$ cat config.mk
export PLATFORM = sky130hd
export DESIGN_NAME = rv_div_seq_flat
export DESIGN_NICKNAME = d
export VERILOG_FILES = /design/src/rtl/pkg_rv_decode.sv /design/src/rtl/rv_div_seq_if.sv /design/src/rtl/rv_div_step.sv /design/src/rtl/rv_div_seq.sv /design/src/flat_wrapper.sv
export VERILOG_INCLUDE_DIRS = /design/src /design/src/rtl
export SDC_FILE = /design/constraint.sdc
export NUM_CORES = 1
export LEC_CHECK = 0
export ABC_AREA = 0
export CAP_MARGIN = 20
export CORE_MARGIN = 4
export CORE_UTILIZATION = 53
export CTS_BUF_LIST = sky130_fd_sc_hd__clkbuf_2
export DETAILED_ROUTE_END_ITERATION = 7
export PLACE_DENSITY = 0.75
export SLEW_MARGIN = 30
export SYNTH_ARGS = -nofsm -noshare
export SYNTH_HDL_FRONTEND = slang
export SYNTH_SLANG_ARGS = --single-unit
$ cat constraint.sdc
create_clock -name clk -period 8.25 [get_ports clk]
set_input_delay 2.0625 -clock clk [delete_from_list [all_inputs] [get_ports clk]]
set_output_delay 2.0625 -clock clk [all_outputs]
set_load 0.1 [all_outputs]
$ cat src/rtl/rv_types.svh
// Shared 32-bit scalar types for the RV datapath blocks.
typedef logic        [31:0] u32_t;
typedef logic signed [31:0] s32_t;

$ cat src/rtl/pkg_rv_decode.sv
// Shared RV decode package: ALU operation codes used across execution units.
package pkg_rv_decode;
    `include "rv_types.svh"

    typedef enum logic [4:0] {
        ALU_ADD  = 5'd0,
        ALU_SUB  = 5'd1,
        ALU_AND  = 5'd2,
        ALU_OR   = 5'd3,
        ALU_XOR  = 5'd4,
        ALU_SLL  = 5'd5,
        ALU_SRL  = 5'd6,
        ALU_SRA  = 5'd7,
        ALU_MUL  = 5'd8,
        ALU_DIV  = 5'd12,
        ALU_DIVU = 5'd13,
        ALU_REM  = 5'd14,
        ALU_REMU = 5'd15
    } alu_t;
endpackage

$ cat src/rtl/rv_div_seq_if.sv
// Request/response bundle between the issue stage and the sequential divider.
interface rv_div_seq_if;
    import pkg_rv_decode::*;

    logic start;
    logic kill;
    alu_t alu;
    u32_t rrd1;
    u32_t rrd2;
    logic busy;
    logic done;
    u32_t result;

    modport master (output start, kill, alu, rrd1, rrd2, input busy, done, result);
    modport slave  (input start, kill, alu, rrd1, rrd2, output busy, done, result);
endinterface

$ cat src/rtl/rv_div_step.sv
// One restoring shift-subtract iteration: shifts in the next dividend bit and trial-subtracts.
module rv_div_step #(
    parameter int unsigned XLEN = 32
) (
    input  logic [XLEN-1:0] rem_in,
    input  logic            dividend_msb,
    input  logic [XLEN-1:0] divisor,
    output logic [XLEN-1:0] rem_nxt_c,
    output logic            q_bit_c
);
    logic [XLEN:0] shifted;
    logic [XLEN:0] diff;

    always_comb begin
        shifted   = {rem_in, dividend_msb};
        diff      = shifted - {1'b0, divisor};
        q_bit_c   = ~diff[XLEN];
        rem_nxt_c = q_bit_c ? diff[XLEN-1:0] : shifted[XLEN-1:0];
    end
endmodule

$ cat src/rtl/rv_div_seq.sv
// Sequential restoring divider for DIV/DIVU/REM/REMU (34-cycle latency, 1 cycle for special cases).
// Optional last-result cache enabled by defining RV_DIV_CACHE_EN.
module rv_div_seq
    import pkg_rv_decode::*;
#(
    parameter int unsigned XLEN = 32
) (
    input  logic         clk,
    input  logic         xreset,
    rv_div_seq_if.slave  bus
);
    localparam int unsigned   CNT_W    = $clog2(XLEN);
    localparam logic [CNT_W-1:0] CNT_LAST = CNT_W'(XLEN - 1);
    localparam logic [XLEN-1:0]  S_MIN    = {1'b1, {(XLEN-1){1'b0}}};

    typedef enum logic [1:0] {IDLE, CALC, FIX, DONE} state_t;

    state_t            state, state_nxt;
    logic [XLEN-1:0]   quo, rem, dvs, result_q;
    logic [CNT_W-1:0]  cnt;
    logic              q_neg, r_neg, want_rem, busy_q, done_q;

    logic              legal_c, sgn_c, rem_op_c, a_neg_c, b_neg_c;
    logic              div0_c, ovf_c, special_c, accept_c, hit_c, q_bit_c;
    logic [XLEN-1:0]   a_mag_c, b_mag_c, special_res_c, fix_q_c, fix_r_c;
    logic [XLEN-1:0]   cache_res_c, rem_step_c;

    rv_div_step #(.XLEN(XLEN)) u_step (
        .rem_in       (rem),
        .dividend_msb (quo[XLEN-1]),
        .divisor      (dvs),
        .rem_nxt_c    (rem_step_c),
        .q_bit_c      (q_bit_c)
    );

    // Request decode, operand magnitudes and the results of the short-cut cases.
    always_comb begin
        legal_c       = bus.alu inside {ALU_DIV, ALU_DIVU, ALU_REM, ALU_REMU};
        sgn_c         = bus.alu inside {ALU_DIV, ALU_REM};
        rem_op_c      = bus.alu inside {ALU_REM, ALU_REMU};
        a_neg_c       = sgn_c & bus.rrd1[XLEN-1];
        b_neg_c       = sgn_c & bus.rrd2[XLEN-1];
        a_mag_c       = a_neg_c ? -bus.rrd1 : bus.rrd1;
        b_mag_c       = b_neg_c ? -bus.rrd2 : bus.rrd2;
        div0_c        = (bus.rrd2 == '0);
        ovf_c         = sgn_c && (bus.rrd1 == S_MIN) && (bus.rrd2 == '1);
        special_c     = div0_c || ovf_c;
        special_res_c = '0;
        if (div0_c)
            special_res_c = rem_op_c ? bus.rrd1 : '1;
        else if (ovf_c)
            special_res_c = rem_op_c ? '0 : S_MIN;
        accept_c      = (state == IDLE) && bus.start && !bus.kill && legal_c;
        fix_q_c       = q_neg ? -quo : quo;
        fix_r_c       = r_neg ? -rem : rem;
    end

    always_comb begin
        state_nxt = state;
        case (state)
            IDLE:    if (accept_c) state_nxt = (special_c || hit_c) ? DONE : CALC;
            CALC:    if (cnt == CNT_LAST) state_nxt = FIX;
            FIX:     state_nxt = DONE;
            DONE:    state_nxt = IDLE;
            default: state_nxt = IDLE;
        endcase
        if (bus.kill) state_nxt = IDLE;
    end

    always_ff @(posedge clk or negedge xreset) begin
        if (!xreset) state <= IDLE;
        else         state <= state_nxt;
    end

    // Datapath: latch on accept, iterate in CALC, sign-correct in FIX.
    always_ff @(posedge clk or negedge xreset) begin
        if (!xreset) begin
            quo      <= '0;
            rem      <= '0;
            dvs      <= '0;
            cnt      <= '0;
            q_neg    <= 1'b0;
            r_neg    <= 1'b0;
            want_rem <= 1'b0;
            result_q <= '0;
            busy_q   <= 1'b0;
            done_q   <= 1'b0;
        end else begin
            busy_q <= (state_nxt == CALC) || (state_nxt == FIX);
            done_q <= (state_nxt == DONE);
            case (state)
                IDLE: if (accept_c) begin
                    quo      <= a_mag_c;
                    rem      <= '0;
                    dvs      <= b_mag_c;
                    cnt      <= '0;
                    q_neg    <= a_neg_c ^ b_neg_c;
                    r_neg    <= a_neg_c;
                    want_rem <= rem_op_c;
                    if (special_c)  result_q <= special_res_c;
                    else if (hit_c) result_q <= cache_res_c;
                end
                CALC: begin
                    quo <= {quo[XLEN-2:0], q_bit_c};
                    rem <= rem_step_c;
                    cnt <= cnt + CNT_W'(1);
                end
                FIX:     result_q <= want_rem ? fix_r_c : fix_q_c;
                default: ;
            endcase
        end
    end

`ifdef RV_DIV_CACHE_EN
    logic            c_valid, c_sgn, op_sgn;
    logic [XLEN-1:0] c_a, c_b, c_q, c_r, op_a, op_b;

    assign hit_c       = c_valid && (c_a == bus.rrd1) && (c_b == bus.rrd2) && (c_sgn == sgn_c);
    assign cache_res_c = rem_op_c ? c_r : c_q;

    // Remembers the last full-length completion so a DIV/REM pair needs only one pass.
    always_ff @(posedge clk or negedge xreset) begin
        if (!xreset) begin
            c_valid <= 1'b0;
            c_sgn   <= 1'b0;
            op_sgn  <= 1'b0;
            c_a     <= '0;
            c_b     <= '0;
            c_q     <= '0;
            c_r     <= '0;
            op_a    <= '0;
            op_b    <= '0;
        end else if (bus.kill) begin
            c_valid <= 1'b0;
        end else begin
            if (accept_c) begin
                op_a   <= bus.rrd1;
                op_b   <= bus.rrd2;
                op_sgn <= sgn_c;
                if (special_c) c_valid <= 1'b0;
            end
            if (state == FIX) begin
                c_valid <= 1'b1;
                c_a     <= op_a;
                c_b     <= op_b;
                c_sgn   <= op_sgn;
                c_q     <= fix_q_c;
                c_r     <= fix_r_c;
            end
        end
    end
`else
    assign hit_c       = 1'b0;
    assign cache_res_c = '0;
`endif

    assign bus.busy   = busy_q;
    assign bus.done   = done_q;
    assign bus.result = result_q;
endmodule
$ cat src/flat_wrapper.sv
// flat-port wrapper written by rule: the top's interface ports become plain ports
module rv_div_seq_flat import pkg_rv_decode::*;
#(
    parameter int unsigned XLEN = 32
)
  (clk, xreset, bus_start, bus_kill, bus_alu, bus_rrd1, bus_rrd2, bus_busy, bus_done, bus_result);
  rv_div_seq_if bus_i ();
  input  logic clk;
  input  logic xreset;
  input wire logic [$bits(bus_i.start)-1:0] bus_start;
  input wire logic [$bits(bus_i.kill)-1:0] bus_kill;
  input wire logic [$bits(bus_i.alu)-1:0] bus_alu;
  input wire logic [$bits(bus_i.rrd1)-1:0] bus_rrd1;
  input wire logic [$bits(bus_i.rrd2)-1:0] bus_rrd2;
  output wire logic [$bits(bus_i.busy)-1:0] bus_busy;
  output wire logic [$bits(bus_i.done)-1:0] bus_done;
  output wire logic [$bits(bus_i.result)-1:0] bus_result;
  assign bus_i.start = bus_start;
  assign bus_i.kill = bus_kill;
  assign bus_i.alu = bus_alu;
  assign bus_i.rrd1 = bus_rrd1;
  assign bus_i.rrd2 = bus_rrd2;
  assign bus_busy = bus_i.busy;
  assign bus_done = bus_i.done;
  assign bus_result = bus_i.result;
  rv_div_seq #(.XLEN(XLEN)) u_core (.clk(clk), .xreset(xreset), .bus(bus_i));
endmodule
# After elaboration in Yosys (flattened, before gate mapping)
# Cells that the tools add are included.
[word_totals] in_bits=73 romBits=0 latchBits=0 ram_bits=0 word_cells=78 out_inout_bits=34 n_memories=0 reg_bits=140
[classes] order_cmp=0 bitwise=4 n_reduce_logical=18 add_sub_neg=6 div=0 shifts=0 n_mux=24 mul=0 n_eq_ne=15
[ops] cell="$mux W32" count=14
[ops] cell="$pmux W32 S2" count=3
[ops] cell="$neg A32 Y32" count=4
[ops] cell="$eq A32 B32 Y1 const B" count=2
[ops] cell="$sub A33 B32 Y33" count=1
[ops] cell="$logic_not A32 Y1" count=1
[ops] cell="$eq A5 B4 Y1 const B" count=4
[ops] cell="$pmux W5 S2" count=1
[ops] cell="$eq A2 B2 Y1 const B" count=4
[ops] cell="$mux W2" count=4
[ops] cell="$pmux W2 S4" count=1
[ops] cell="$reduce_bool A2 Y1" count=4
[ops] cell="$add A5 B1 Y5 const B" count=1
[ops] cell="$eq A5 B5 Y1 const B" count=1
[ops] cell="$logic_and A1 B1 Y1" count=5
[ops] cell="$mux W5" count=1
[ops] cell="$eq A2 B1 Y1 const B" count=2
[ops] cell="$ne A2 B1 Y1 const B" count=2
[ops] cell="$reduce_and A2 Y1" count=2
[ops] cell="$reduce_bool A4 Y1" count=1
[ops] cell="$reduce_and A3 Y1" count=1
[ops] cell="$and A1 B1 Y1" count=2
[ops] cell="$logic_not A2 Y1" count=1
[ops] cell="$logic_or A1 B1 Y1" count=2
[ops] cell="other kinds (3)" count=3

# Longest topological paths before layout
# Gate-level depths: netlist of the first run.
[depth] depth_word=11 mapped_depth=14 mapped_depth_nobuf=13

# Hierarchy
# A second synthesis of the first run with hierarchy kept.
[hier_totals] cells_unflattened=1360 area_unflattened_um2=11197.0
[by_module_without_submodules] module="rv_div_seq" n_inst=1 area_each_um2=8838.5 seq_area_each_um2=3503.4 cells_each=1055
[by_module_without_submodules] module="rv_div_step" n_inst=1 area_each_um2=2358.5 seq_area_each_um2=0.0 cells_each=305

# Worst setup path after synthesis of the first run
# No wires, ideal clock.
[synth_timing] path_kind="input to register" startpoint="input port bus_rrd1[13]" endpoint="register u_core.busy_q (netlist: u_core.bus.busy)" slack_ns=3.784 stages=12 required_ns=8.124 n_path_buf=1 t_arrival_ns=4.340 setup_ns=0.126 path_cell_list="nor4_1 > nand3_1 > nor4_2 > nand2_1 > nor3_1 > nor2_1 > o21ba_2 > nor2_2 > buf_2 > a21oi_1 > nor2_1 > ha_1"
[synth_via] elab_chain_cells=10 word_cells_on_any_way=11 classes_between="eq/ne (3); mux (4); reduce/logical (4)"
[synth_rtl] element="start: declaration" line_no="flat_wrapper.sv:13" rtl="input wire logic [$bits(bus_i.rrd1)-1:0] bus_rrd1;"
[synth_rtl] element="$eq A32 B32 Y1 (*)" line_no="rv_div_seq.sv:46" rtl="ovf_c = sgn_c && (bus.rrd1 == S_MIN) && (bus.rrd2 == '1);"
[synth_rtl] element="$logic_and A1 B1 Y1 (*) (2 in a row)" line_no="rv_div_seq.sv:46"
[synth_rtl] element="$logic_or A1 B1 Y1 (*)" line_no="rv_div_seq.sv:47" rtl="special_c = div0_c || ovf_c;"
[synth_rtl] element="$mux W2 (*) (2 in a row)" line_no="rv_div_seq.sv:61" rtl="IDLE: if (accept_c) state_nxt = (special_c || hit_c) ? DONE : CALC;"
[synth_rtl] element="$pmux W2 S4 (*)" line_no="rv_div_seq.sv:60" rtl="case (state)"
[synth_rtl] element="$mux W2 (*)" line_no="rv_div_seq.sv:67" rtl="if (bus.kill) state_nxt = IDLE;"
[synth_rtl] element="named net u_core.state_nxt[1]" line_no="rv_div_seq.sv:18" rtl="state_t state, state_nxt;"
[synth_rtl] element="$eq A2 B1 Y1 / $eq A2 B2 Y1 (equally long branches)" line_no="rv_div_seq.sv:89" rtl="busy_q <= (state_nxt == CALC) || (state_nxt == FIX);"
[synth_rtl] element="$logic_or A1 B1 Y1 (*)" line_no="rv_div_seq.sv:89"
[synth_rtl] element="end signal: assignment" line_no="rv_div_seq.sv:89"
[synth_rtl] element="end: declaration" line_no="rv_div_seq.sv:21" rtl="logic q_neg, r_neg, want_rem, busy_q, done_q;"
# The timed path passes the listed nets; every way through them passes the cells marked *.
# A chain may end at the register's enable or synchronous reset.

# Final worst setup path of the first run
[layout_timing] startpoint="input port bus_rrd2[4]" endpoint="register u_core.result_q[22] (netlist: u_core.bus.result[22])"
[layout_via] elab_chain_cells=7 word_cells_on_any_way=11 classes_between="eq/ne (2); mux (5); reduce/logical (4)"
[layout_rtl] element="start: declaration" line_no="flat_wrapper.sv:14" rtl="input wire logic [$bits(bus_i.rrd2)-1:0] bus_rrd2;"
[layout_rtl] element="$eq A32 B32 Y1" line_no="rv_div_seq.sv:46"
[layout_rtl] element="$logic_and A1 B1 Y1" line_no="rv_div_seq.sv:46"
[layout_rtl] element="$mux W32" line_no="rv_div_seq.sv:51" rtl="else if (ovf_c)"
[layout_rtl] element="$mux W32" line_no="rv_div_seq.sv:49" rtl="if (div0_c)"
[layout_rtl] element="$mux W32" line_no="rv_div_seq.sv:100" rtl="if (special_c) result_q <= special_res_c;"
[layout_rtl] element="$mux W32" line_no="rv_div_seq.sv:92" rtl="IDLE: if (accept_c) begin"
[layout_rtl] element="$pmux W32 S2" line_no="rv_div_seq.sv:91" rtl="case (state)"
[layout_rtl] element="end signal: assignment" line_no="rv_div_seq.sv:100"
[layout_rtl] element="end signal: assignment" line_no="rv_div_seq.sv:101" rtl="else if (hit_c) result_q <= cache_res_c;"
[layout_rtl] element="end signal: assignment" line_no="rv_div_seq.sv:108" rtl="FIX: result_q <= want_rem ? fix_r_c : fix_q_c;"
[layout_rtl] element="end: declaration" line_no="rv_div_seq.sv:19" rtl="logic [XLEN-1:0] quo, rem, dvs, result_q;"
# Parallel ways exist; a longest one is shown, timed or not. The select of a mux whose other input is x is not followed.

==> summary.md, run 1 <==
| Metric | Value |
|---|---|
| Yosys cell types | 63 |
| # setup viols final | 0 |
| Initial antenna violation count | 1 |
| DPL Wire Length | 21500 µm |
| Most frequent cell after synthesis | o21ai_0 |
| Largest net degree at the start of global routing | 85 |
| Via count | 10000 |
| P_sw | 0.00180 W |
| Drt drc | 0 |
| Routed WL per cell | 18.1 µm |
| Global-route wire length before repair | 49000 µm |
| Crit path max fanout | 38 |
| Antenna viol nets, final | 0 |
| CTS root buf | clkbuf_2 |
| TritonCTS Buffers | 17 |
| Combinational Power Share | 0.572 |
| Synth warnings | 0 |
| Worst-Skew Late Latency | 0.72 ns |
| Post-synth top area cell | dfrtp_1 |
| Vias in the first global route | 9597 |
| Tmin final | 5.32 ns |
| Clock slew at reported path FFs | 0.22 ns |
| LEAKAGE | 4.82 nW |
| Element type at the critical path end | flip-flop |
| EDFF count, synth | 0 |
| Area Growth Syn to Fin | 13.9% |
| Max Clk Rate | 188 MHz |
| Seq pwr share | 0.315 |
| Actual transition at the worst max-transition pin | 0.984 ns |
| Period utilization | 0.644 |
| Std cell rows | 51 |
| Core ar. | 0.0196 mm² |
| H-Tree Depth | 4 |
| Post-Syn Nets | 1419 |
| Die Span X | 150 µm |
| I/O pin count | 107 |
| Layout cells sized above 1 | 0.0499 |
| Worst Hold Class | reg -> reg |
| Synth Cell Area | 0.0106 mm² |
| Switch share | 0.485 |
| Synthesized area per cell | 8.14 µm² |
| Die H | 150 µm |
| Int Pwr | 0.00191 W |
| Worst Clk Skew | 0.0361 ns |
| Initial Utilization | 0.542 |
| Drt pass-1 iters | 6 |
| CTS Hold Buffers Added | 0 |
| Seq/Total Area, Yosys | 0.330 |
| Final hold viol count | 0 |
| Mapped Cells | 1305 |
| RePlAce Congestion | 0.923 |
| Clock Path Buffers | 2 |
| Resized Gates After CTS | 0 |
| Status | complete, no violations |
| Setup_tns | 0 ns |
| IO Port Bufs | 106 |
| Unrepaired setup endpoints after global routing | no |
| Arr. time, crit path | 5.96 ns |
| Inst Count DP | 1616 |
| Max-Cap Viols | 0 |
| Async set-reset flop share out of synthesis | 1.00 |
| Gr ovfl total | 0 |
| Max-slew violation count | 0 |
| DIE AREA | 0.0224 mm² |
| Commonest cells in the netlist | 177 x o21ai_0, 149 x nand2_1, 140 x dfrtp_1 |
| CTS Sinks | 140 |
| Hold_ws | 0.512 ns |
| #FFs+latches synth | 140 |
| Req. time, crit path | 8.89 ns |
| Post-synth top flop | dfrtp_1 |
| Critical path class | in -> reg |
| Cell Count, Final, Fillers Out | 1648 |
| Placed Area | 0.0119 mm² |
| CTS tree | done |
| Final Instance Area | 0.0121 mm² |
| Slew HR | 0.342 |
| Fin nets | 1484 |
| Post-CTS setup buffers | 0 |
| Area fraction of the dominant cell type after synthesis | 0.330 |
| Vias per cell | 6.08 |
| Routed Wire Length | 29800 µm |
| Top cells by area, synth | dfrtp_1 33%, o21ai_0 8.3%, xnor2_1 6.6% |
| Power per Cell Area | 306 mW/mm² |
| Iteration-0 DRC count of the detailed router | 819 |
| Setup crit start kind | input port |
| Gr usage total | 0.269 |
| Peak supply drop | 197 µV |
| Clock Power Share | 0.113 |
==> cells by family (layout without fill, tap and decap cells) <==
kind of cell / Yosys count / in the layout / synth area share
AO/OA/AOI/OAI: 423 / 423 / 0.243
multiplexers: 30 / 30 / 0.0287
buffers and inverters: 122 / 199 / 0.0445
adder cells (fa/ha/maj): 41 / 41 / 0.0490
XOR/XNOR: 149 / 149 / 0.124
AND/OR/NAND/NOR: 400 / 400 / 0.181
flip-flops: 140 / 140 / 0.330
other: 0 / 1 / 0
==> power groups by stage <==
stage	Sequential [W]	Combinational [W]	Clock [W]
2_1_floorplan	0.00121	0.00155	0
3_3_place_gp	0.00117	0.00205	0
3_5_place_dp	0.00117	0.00210	0
4_1_cts	0.00116	0.00212	0.000424
5_1_grt	0.00120	0.00237	0.000455
6_report	0.00117	0.00212	0.000418
==> cells in the final DEF (no fill, tap or decap), drive strengths merged, types with 13 or more instances in the layout <==
cell and count:
o31ai 29, dfrtp 140, nand4 14, nor3 20, o211ai 35, a31oi 35
o21ai 189, a22oi 31, nand2b 14, nand3 49, xor2 68, nor4 18
or4 13, nand2 149, nor2 80, a21oi 54, mux2i 29, clkdlybuf4s50 105
inv 55, ha 40, clkbuf 17, xnor2 81
==> metrics by stage <==
step | total power [W] | utilization | worst slack (ns)
after floorplan | 0.00276 | - | 3.78
after global placement | 0.00322 | 0.605 | 2.41
after detailed placement | 0.00327 | 0.605 | 2.25
after CTS | 0.00370 | 0.617 | 3.00
after global routing | 0.00403 | 0.617 | 2.61
final | 0.00371 | 0.617 | 2.93
==> worst max-delay path, cell delays in order <==
cell,delay (ns)
clkdlybuf4s50_1,0.50
nor3_1,0.30
nand3_1,0.20
nor4_1,0.39
nand4_1,0.34
nor3_2,0.53
nor2_1,0.11
o21ba_2,0.25
nor2_4,0.61
buf_4,0.41
o211ai_1,0.14
nand3_1,0.12
==> sequential cells by signal (all words and copies together) (netlist names) <==
name	cells
u_core.cnt	5
u_core.q_neg	1
u_core.bus.done	1
u_core.quo	32
u_core.want_rem	1
u_core.bus.busy	1
u_core.dvs	32
u_core.bus.result	32
u_core.rem	32
u_core.state	2
u_core.r_neg	1
==> metal layers <==
| metal | part of all wire | up-vias | global-route usage |
|---|---|---|---|
| met3 | 0.059 | 39 | 0.0463 |
| met4 | 0.018 | 0 | 0.0673 |
| met2 | 0.47 | 306 | 0.436 |
| met5 | 0 | - | 0 |
| li1 | - | 4843 | - |
| met1 | 0.45 | 4833 | 0.377 |
==> area by class of cell <==
class,count,area [µm²]
Fill cell,1808,7500
Multi-Input combinational cell,1043,6690
Sequential cell,140,3510
Timing Repair Buffer,116,1140
Tap cell,265,332
Inverter,52,195
Clock inverter,14,146
Clock buffer,17,85.1
Antenna cell,1,2.50
==> final timing paths <==
kind	start	end	slack, ns	depth (start not counted)
setup / recovery	bus_rrd2[4]	u_core.bus.result[22]	2.93	12
hold / removal	u_core.dvs[19]	u_core.dvs[19]	0.51	2
setup reg to reg	u_core.quo[31]	u_core.rem[16]	4.06	13
hold reg to reg	u_core.dvs[19]	u_core.dvs[19]	0.51	2
max in group asynchronous	xreset	u_core.r_neg	5.54	2
min in group asynchronous	xreset	u_core.dvs[27]	1.37	1
Note: power is estimated with default switching activity, not from simulation.
==> run 2: changes to the inputs <==
clock period = 5.1 ns   (was 8.25 ns; I/O delays follow)
==> run 2 against run 1 <==
Compared with the run above:
- clock skew increased by 0.0014 ns
- critical path depth grew 1
- clock power rose by 67%
- register-to-register slack worse by 3.0 ns
- total power grew 63%
- worst setup slack worse by 1.8 ns
- routed wire length is 1.3% lower
- worst hold slack got worse by 0.0064 ns
- sequential power rose by 62%
- design area is 0.85% higher
- largest power group unchanged
- highest routed layer unchanged
==> summary.md, run 2 (same netlist as run 1, synthesis figures left out) <==
| Metric | Value |
|---|---|
| Routed Wire Length | 29500 µm |
| Fin nets | 1491 |
| Setup_tns | 0 ns |
| Req. time, crit path | 5.69 ns |
| Via count | 10000 |
| Max Clk Rate | 249 MHz |
| Iteration-0 DRC count of the detailed router | 929 |
| Core ar. | 0.0196 mm² |
| I/O pin count | 107 |
| CTS Sinks | 140 |
| DPL Wire Length | 21300 µm |
| Tmin final | 4.01 ns |
| Largest net degree at the start of global routing | 131 |
| Drt pass-1 iters | 6 |
| Crit path max fanout | 27 |
| Worst Clk Skew | 0.0375 ns |
| Antenna viol nets, final | 0 |
| # setup viols final | 0 |
| Initial Utilization | 0.542 |
| Gr ovfl total | 0 |
| DIE AREA | 0.0224 mm² |
| Max-slew violation count | 0 |
| Die Span X | 150 µm |
| Post-CTS setup buffers | 0 |
| CTS tree | done |
| Critical path class | reg -> reg |
| Period utilization | 0.787 |
| Routed WL per cell | 17.8 µm |
| Commonest cells after routing, fill and taps aside | 177 x o21ai_0, 147 x nand2_1, 137 x dfrtp_1 |
| Status | complete, no violations |
| Drt drc | 0 |
| Vias per cell | 6.04 |
| Initial antenna violation count | 1 |
| Most common cell after layout, fill and taps aside | o21ai_0 |
| Arr. time, crit path | 4.61 ns |
| H-Tree Depth | 4 |
| Clock slew at reported path FFs | 0.20 ns |
| Setup crit start kind | flip-flop |
| Slew HR | 0.346 |
| Layout cells sized above 1 | 0.0547 |
| LEAKAGE | 4.87 nW |
| Vias in the first global route | 9466 |
| Global-route wire length before repair | 48300 µm |
| Peak supply drop | 292 µV |
| Clock Path Buffers | 2 |
| Element type at the critical path end | flip-flop |
| Worst-Skew Late Latency | 0.73 ns |
| TritonCTS Buffers | 17 |
| Gr usage total | 0.265 |
| Resized Gates After CTS | 0 |
| Tot Pwr | 0.00604 W |
| Die H | 150 µm |
| Actual transition at the worst max-transition pin | 0.978 ns |
| Max-Cap Viols | 0 |
| Worst Hold Class | reg -> reg |
| CTS root buf | clkbuf_2 |
| Area Growth Syn to Fin | 14.9% |
| CTS Hold Buffers Added | 0 |
| Std cell rows | 51 |
| Final hold viol count | 0 |
| RePlAce Congestion | 0.899 |
| IO Port Bufs | 106 |
| Unrepaired setup endpoints after global routing | no |
| Power per Cell Area | 495 mW/mm² |
run 2: cell count changes in the layout (fill, tap and decap cells not counted):
| cell | delta |
|---|---|
| inv_6 | -3 |
| clkinvlp_4 | +1 |
| clkinv_1 | +2 |
| dfrtp_1 | -1 |
| clkbuf_2 | +1 |
| bufinv_16 | +1 |
| buf_12 | +3 |
| clkinv_2 | +1 |
| dfrtp_2 | +1 |
| clkinv_4 | -2 |
| buf_4 | +4 |
run 2: final cells by class:
cell class	count	area (µm²)
fillers	1808	7390
well taps	265	332
repair buffers	123	1230
inverters	52	195
diodes	1	2.50
multi-input cells	1043	6690
flip-flops and latches	140	3510
clock buffers	18	90.1
clock inverters	14	153
run 2: power breakdown:
part	leakage, nW	internal (W)	total (W)	switching [W]
clock	0.140	0.000266	0.000697	0.000430
combinational	2.93	0.00149	0.00345	0.00196
sequential	1.80	0.00140	0.00189	0.000496
total	4.87	0.00315	0.00604	0.00289
run 2: path summary, 6_finish.rpt:
path	slack [ns]	to	start	depth (start not counted)
min in group asynchronous	0.57	u_core.dvs[30]	xreset	1
hold / removal	0.51	u_core.dvs[8]	u_core.dvs[8]	2
hold reg to reg	0.51	u_core.dvs[8]	u_core.dvs[8]	2
setup / recovery	1.09	u_core.rem[10]	u_core.quo[31]	13
setup reg to reg	1.09	u_core.rem[10]	u_core.quo[31]	13
max in group asynchronous	3.57	u_core.rem[7]	xreset	2
run 2: per-stage QoR:
| step | std cells | utilization | hold slack [ns] | setup WS [ns] | area, µm² |
|---|---|---|---|---|---|
| 2_1_floorplan | 1305 | - | 0.449 | 1.42 | 10600 |
| 3_3_place_gp | 1623 | 0.610 | 0.466 | 0.771 | 11900 |
| 3_5_place_dp | 1623 | 0.610 | 0.470 | 0.690 | 11900 |
| 4_1_cts | 1655 | 0.622 | 0.506 | 1.16 | 12200 |
| 5_1_grt | 1656 | 0.623 | 0.525 | 0.802 | 12200 |
| 6_report | 1656 | 0.623 | 0.505 | 1.09 | 12200 |
run 2: worst max-delay path: stages, from the launching register on:
cell	delay, ns
dfrtp_1	0.52
inv_1	0.08
ha_1	0.23
fa_1	0.41
nand2b_1	0.19
a21o_1	0.21
a211oi_1	0.35
o21ai_1	0.22
a31oi_1	0.35
a21oi_1	0.24
xnor2_4	0.50
buf_12	0.27
mux2i_1	0.22
o21ai_0	0.10
run 2: per-layer routing:
layer / GRT usage / part of all wire / up-vias
li1: - / - / 4860
met1: 0.376 / 0.45 / 4807
met2: 0.434 / 0.48 / 301
met3: 0.0409 / 0.054 / 36
met4: 0.0540 / 0.015 / 0
met5: 0 / 0 / -
==> run 3: changes to the inputs <==
clock period = 3.7 ns   (was 5.1 ns; I/O delays follow)
==> run 3 against run 2 <==
Compared with the run above:
- non-clock buffer count grew 72
- first-iteration DRC count shrank 5.1%
- fmax grew 19%
- critical path type unchanged
- largest cell class unchanged
- largest power group unchanged
- highest routed layer unchanged
==> summary.md, run 3 (same netlist as run 1, synthesis figures left out) <==
| Metric | Value |
|---|---|
| Status | complete, no violations |
| Element type at the critical path end | flip-flop |
| Tmin final | 3.37 ns |
| Worst Clk Skew | 0.0320 ns |
| Setup crit start kind | flip-flop |
| TritonCTS Buffers | 17 |
| Int Pwr | 0.00456 W |
| Antenna viol nets, final | 0 |
| Seq pwr share | 0.302 |
| Power per Cell Area | 672 mW/mm² |
| I/O pin count | 107 |
| Commonest cells after routing, fill and taps aside | 177 x o21ai_0, 148 x nand2_1, 137 x dfrtp_1 |
| Crit path max fanout | 28 |
| CTS Sinks | 140 |
| Switch share | 0.469 |
| Vias in the first global route | 9863 |
| Fillers | 1692 |
| Largest net degree at the start of global routing | 96 |
| Actual transition at the worst max-transition pin | 0.987 ns |
| Routed WL per cell | 17.7 µm |
| RePlAce Congestion | 0.936 |
| Area Growth Syn to Fin | 20.4% |
| Max Clk Rate | 297 MHz |
| P_sw | 0.00403 W |
| CP cell instances | inv_1 -> ha_1 -> fa_1 -> nand2b_1 -> a21o_1 -> a211oi_2 -> o21ai_1 -> a31oi_2 -> a21oi_1 -> xnor2_4 -> buf_12 -> mux2i_1 -> o21ai_0 |
| Critical path class | reg -> reg |
| Iteration-0 DRC count of the detailed router | 882 |
| Gr ovfl total | 0 |
| Arr. time, crit path | 3.99 ns |
| Gr usage total | 0.275 |
| Period utilization | 0.910 |
| Initial antenna violation count | 1 |
| IO Port Bufs | 106 |
| LEAKAGE | 5.26 nW |
| Routed Wire Length | 30500 µm |
| CTS tree | done |
| Worst path buffer plus inverter count | 2 |
| Clock Path Buffers | 2 |
| Hold_ws | 0.120 ns |
| Via count | 10400 |
| Drt pass-1 iters | 5 |
| Unrepaired setup endpoints after global routing | no |
| Combinational Power Share | 0.570 |
| Post-CTS setup buffers | 0 |
| DIE AREA | 0.0224 mm² |
| CTS Hold Buffers Added | 0 |
| Fin nets | 1563 |
| Max-slew violation count | 0 |
| CP delay by family, top | compound AO/OA/AOI/OAI gates |
| Drt drc | 0 |
| Setup_tns | 0 ns |
| Peak supply drop | 495 µV |
| Final hold viol count | 0 |
| Most common cell after layout, fill and taps aside | o21ai_0 |
| CTS root buf | clkbuf_2 |
| Inst Count DP | 1695 |
| Die Span X | 150 µm |
| Pre-CTS setup slack | -0.0219 ns |
| Cell Count, Final, Fillers Out | 1727 |
| Worst-Skew Late Latency | 0.77 ns |
| R2R Setup Slk | 0.33 ns |
| Utilization after layout | 0.653 |
| Resized Gates After CTS | 0 |
| Slowest-stage cell, CP | dfrtp_1 |
| Req. time, crit path | 4.32 ns |
| Largest stage delay, worst path | 0.44 ns |
| Core ar. | 0.0196 mm² |
| Global-route wire length before repair | 49900 µm |
| Die H | 150 µm |
| Initial Utilization | 0.542 |
| Clock Power Share | 0.128 |
| Max-Cap Viols | 0 |
| Slew HR | 0.340 |
| Clock slew at reported path FFs | 0.22 ns |
| H-Tree Depth | 4 |
| Fin worst setup slack | 0.335 ns |
| # setup viols final | 0 |
| Vias per cell | 6.02 |
| Layout cells sized above 1 | 0.110 |
| Std cell rows | 51 |
| Worst Hold Class | in -> async |
| DPL Wire Length | 22400 µm |
==> run 3: cell count changes in the layout (fill, tap and decap cells not counted), sizes merged <==
cell	previous run	this run
clkinv	7	6
clkdlybuf4s50	105	96
buf	18	99
bufinv	3	5
clkinvlp	4	2
==> run 3: worst register-to-register path: stages, from the launching register on <==
cell and delay [ns]:
dfrtp_1 0.44, inv_1 0.06, ha_1 0.22, fa_1 0.42, nand2b_1 0.19, a21o_1 0.23, a211oi_2 0.25, o21ai_1 0.20
a31oi_2 0.25, a21oi_1 0.20, xnor2_4 0.21, buf_12 0.23, mux2i_1 0.22, o21ai_0 0.10
==> run 3: final cells by class <==
cell class	count	area, µm²	area share
Antenna cell	1	2.50	0.000196
Clock buffer	18	90.1	0.00704
Clock inverter	13	199	0.0156
Inverter	52	195	0.0153
Multi-Input combinational cell	1043	6700	0.524
Sequential cell	140	3510	0.274
Tap cell	265	332	0.0259
Timing Repair Buffer	195	1760	0.137
==> run 3: path summary, 6_finish.rpt <==
kind | startpoint | end | cells past startpoint
worst max register to register | u_core.quo[31] | u_core.rem[21] | 13
min in group clk | u_core.dvs[3] | u_core.dvs[3] | 2
worst min register to register | u_core.dvs[3] | u_core.dvs[3] | 2
max in group asynchronous | xreset | u_core.dvs[2] | 2
worst min-delay path | xreset | u_core.dvs[30] | 1
worst max-delay path | u_core.quo[31] | u_core.rem[21] | 13
==> run 3: power groups by stage <==
stage          Clock (W)  Combinational, W  Sequential, W
2_1_floorplan          0           0.00345        0.00269
3_3_place_gp           0           0.00471        0.00258
3_5_place_dp           0           0.00480        0.00260
4_1_cts          0.00111           0.00485        0.00257
5_1_grt          0.00118           0.00545        0.00265
6_report         0.00110           0.00491        0.00259
==> run 3: per-stage QoR <==
step	total power (W)	cell area, µm²
3_3_place_gp	0.00729	12500
5_1_grt	0.00928	12800
6_report	0.00860	12800
3_5_place_dp	0.00740	12500
2_1_floorplan	0.00614	10600
4_1_cts	0.00853	12800
==> run 3: metal layers <==
metal	track usage	vias to the layer above	routed length (µm)
li1	-	5007	-
met1	0.384	4922	13600
met2	0.432	407	14000
met3	0.0521	68	2090
met4	0.0897	0	839
met5	0	-	0
==> edit 1: new RTL, config.mk and constraints of run 3 <==
The 4 states of `state_t` get a one-hot encoding in 4 bits.
--- a/src/rtl/rv_div_seq.sv
+++ b/src/rtl/rv_div_seq.sv
@@ -15,3 +15,3 @@
 
-    typedef enum logic [1:0] {IDLE, CALC, FIX, DONE} state_t;
+    typedef enum logic [3:0] {IDLE = 4'b0001, CALC = 4'b0010, FIX = 4'b0100, DONE = 4'b1000} state_t;
 
Check against the original RTL: same outputs for any inputs over 4 cycles, from zero or initial values and one cycle with xreset low; so few cycles prove little.
==> edit 1 against run 3 <==
- routed wire length is 3.5% higher
- largest cell class unchanged
- non-clock buffer count is 2 higher
- combinational power is 48% lower
- sequential cell count is 2 higher
- first-iteration DRC count is 13% lower
- die area is 0.65% higher
- setup slack worse by 0.15 ns
- sequential power is 19% lower
- synthesized area is 0.68% higher
- global-route usage is 0.66 points higher
- largest power group unchanged
- design area is 0.62% higher
- critical endpoint is now u_core.quo[0]
- final cell count is 0.12% lower
- power is 35% lower
==> edit 1: results (changes against run 3) <==
[outcome]
outcome=complete, no violations  ; unchanged

[global_routing]
grt_first_pass_wirelength_um=51000  ; was 49,900 um
grt_max_degree=73  ; was 96
grt_pass1_vias=10000  ; was 9,863
track_usage_pct=28.2  ; was 27.5%

[drt]
wire_per_inst_um=18.3  ; was 17.7 um
drtIter0Drc=768  ; was 882
dr_total_vias=10600  ; was 10,400
drtPass1Iterations=7  ; was 5

[yosys]
syn_inst=1303  ; was 1,305
synthDistinctLibCells=70  ; was 63
synthTopCellsByCount=o21ai_0, nand2_1, dfrtp_1  ; unchanged
synthMuxAreaShare_pct=2.53  ; was 2.87%
synth-adder-area-share_pct=4.75  ; was 4.90%
synth_nets=1416  ; was 1,419
ys_seq_area_share_pct=33.2  ; was 33.0%
yosys.area_share.xor_xnor_pct=11.8  ; was 12.4%
synth_compound_area_share_pct=25.6  ; was 24.3%
synth.area.top_cells=dfrtp_1, o21ai_0, xnor2_1, xor2_1, nand2_1  ; unchanged

[setup_path]
cpPeakStageDelay_ns=0.43
r2r_slack_ns=0.19  ; was 0.33 ns
worstRegToRegCells=15  ; was 13
r2r_end=u_core.quo[0]  ; was u_core.rem[21]
crit_arrival_ns=4.20  ; was 3.99 ns
path_max_fanout=6  ; was 28

[placed_design]
dpl.hpwl_um=23400  ; was 22,400 um
pre_cts_slack_ns=-0.309  ; was -0.0219 ns
place_area_um2=12600  ; was 12,500 um2
routabilityCongestion=0.944  ; was 0.936

[timing]
fin_skew_ns=0.0277  ; was 0.0320 ns
setup_slack_ns=0.187  ; was 0.335 ns
whs_ns=0.103  ; was 0.120 ns
worst_pin_slew_ns=0.987  ; about the same

[power_and_ir_drop]
peakVddDrop_uv=430  ; was 495 uV
p_leak_uw=0.00525  ; was 0.00526 uW

[finish]
instances_no_fill=1725  ; was 1,727
nets=1560  ; was 1,563
drive_gt1_share_pct=11.6  ; was 11.0%

[clock_network]
clk_latency_ns=0.73  ; was 0.77 ns
htree_num_levels=4  ; unchanged

[hold_path]
hp-class=in2async  ; unchanged

==> edit 1: cell types whose count changed after synthesis, sizes merged, moves of 6 or more <==
cell | run 3 | this run
a21oi | 54 | 80
nand3 | 49 | 26
o211ai | 35 | 13
a31oi | 35 | 21
o22ai | 0 | 11
xnor2 | 81 | 72
or3 | 11 | 18
o41ai | 11 | 17
==> edit 1: how the worst max path moves through the flow <==
stage	from	endpoint	slack (ns)	cells after the start
2_1_floorplan	bus_rrd2[0]	u_core.bus.result[19]	0.31	12
3_3_place_gp	bus_rrd2[0]	u_core.bus.result[10]	-0.14	11
3_5_place_dp	bus_rrd2[0]	u_core.bus.result[22]	-0.31	13
4_1_cts	u_core.quo[31]	u_core.rem[9]	0.14	14
5_1_grt	u_core.quo[31]	u_core.rem[13]	0.02	14
6_report	u_core.quo[31]	u_core.quo[0]	0.19	15
==> edit 1: cell type report <==
class / count / area, um2
diodes: 1 / 2.50
clock buffers: 17 / 85.1
clock inverters: 14 / 170
fillers: 1776 / 6790
inverters: 51 / 191
multi-input cells: 1038 / 6700
flip-flops and latches: 142 / 3560
well taps: 265 / 332
repair buffers: 197 / 1830
==> edit 1: power breakdown <==
group | switching [uW] | internal, uW
clock network | 633 | 373
logic | 1380 | 1140
registers | 307 | 1780
==> edit 1: kinds of logic (layout without fill, tap and decap cells) <==
logic type,after synthesis,after routing
AOI/OAI and AO/OA,440,440
xor gates and xnor gates,144,144
adders and majority gates,40,40
buffers and inverters,123,279
DFF,142,142
muxes,27,27
other,0,1
and+or+nand+nor,387,387
==> edit 1: routing by layer <==
layer  up-vias  GRT usage, %  part of all wire (%)
li1       5013             -                     -
met1      5082          39.2                    44
met2       395          44.4                    46
met3        86          3.85                   6.2
met4         0          11.3                   3.5
met5         -             0                     0
==> edit 2: new RTL, flow settings as in run 3 <==
Made on the original files. Add a define of `RV_DIV_CACHE_EN`.
--- a/src/rtl/rv_div_seq.sv
+++ b/src/rtl/rv_div_seq.sv
@@ -2,2 +2,4 @@
 // Optional last-result cache enabled by defining RV_DIV_CACHE_EN.
+`define RV_DIV_CACHE_EN
+
 module rv_div_seq
Check against the original RTL: no difference found for any inputs over 4 cycles, from zero or initial values and one cycle with xreset low; that may be too few to reach the edited logic, so the function may still have changed.
==> edit 2 against run 3 <==
- setup slack worse by 0.15 ns
- clock power is 150% higher
- power is 62% higher
- synthesized area is 81% higher
- critical path type is now reg2out
- largest cell class unchanged
- sequential power is 90% higher
- synthesized cell count is 75% higher
- worst hold slack better by 0.33 ns
- maximum frequency is 4.3% lower
- clock skew is 0.039 ns higher
- routed wire length is 100% higher
- first-iteration DRC count is 95% higher
- design area is 77% higher
- critical path depth is 12 lower
- sequential cell count is 195 higher
==> edit 2: results (changes against run 3) <==
[setup_path]
startpoint=u_core.bus.result[0]  ; was u_core.quo[31]
critical_path.slowest_cell=clkdlybuf4s50_1  ; was dfrtp_1
crit_family=buffers and inverters  ; was compound AO/OA/AOI/OAI gates
worstRegToRegCells=14  ; was 13
r2r_end=u_core.rem[31]  ; was u_core.rem[21]

[yosys]
ys_seq_area_share_pct=43.6  ; was 33.0%
synthDistinctLibCells=73  ; was 63
synth-adder-area-share_pct=2.70  ; was 4.90%
yosys.area_share.xor_xnor_pct=8.78  ; was 12.4%
synth_seq_cells=335  ; was 140
synth_compound_area_share_pct=18.0  ; was 24.3%

[global_routing]
use_met1_pct=44.6  ; was 38.4%
grt_first_pass_wirelength_um=95200  ; was 49,900 um
grt_max_degree=121  ; was 96
grt_util_met2_pct=46.4  ; was 43.2%
track_usage_pct=30.9  ; was 27.5%

[finish]
buffers=288  ; was 195
comb.multi_input.count=1724  ; was 1,043
clockBufferCount=130  ; was 18
drive_gt1_share_pct=14.4  ; was 11.0%
fillCellCount=3035  ; was 1,692
seqCellArea_um2=8380  ; was 3510 um2

[clock_network]
clock_path_buffers=3  ; was 2
numCtsBuffers=89  ; was 17
clk_pin_slew_ns=0.11  ; was 0.22 ns

[timing]
fin_skew_ns=0.0711  ; was 0.0320 ns

[drt]
wirelength_um=61500  ; was 30,500 um
met2_wirelength_um=27300  ; was 14,000 um

[outcome]
outcome=complete, no violations  ; unchanged

[power_and_ir_drop]
peakVddDrop_uv=375  ; was 495 uV

[die]
die_w_um=199  ; was 150 um

[edit 2: cell count changes after synthesis, sizes merged, moves of 28 or more]
cell           run 3  this run
dfrtp            140       335
clkbuf            60       134
xor2              68       123
o21ai            189       244
a21oi             54        97
o211ai            35         7
nand2            149       570
[edit 2: per-stage QoR]
step	instances	cell area, um2
floorplan	2287	19200
global placement	2879	21800
detailed placement	2879	21800
CTS	3030	22600
global route	3032	22700
finish	3032	22700
[edit 2: kinds of logic (layout without fill, tap and decap cells)]
| family | count (synthesis) | count (layout) |
|---|---|---|
| compound gates | 571 | 571 |
| xor+xnor | 192 | 192 |
| fa+ha+maj | 41 | 41 |
| buf+inv | 228 | 511 |
| flops | 335 | 335 |
| mux | 56 | 56 |
| other cells | 0 | 1 |
| simple gates | 864 | 864 |
[edit 2: report_power, final]
part           switching (uW)  internal, uW
combinational            3740          2530
sequential                655          4270
clock                    1570          1140
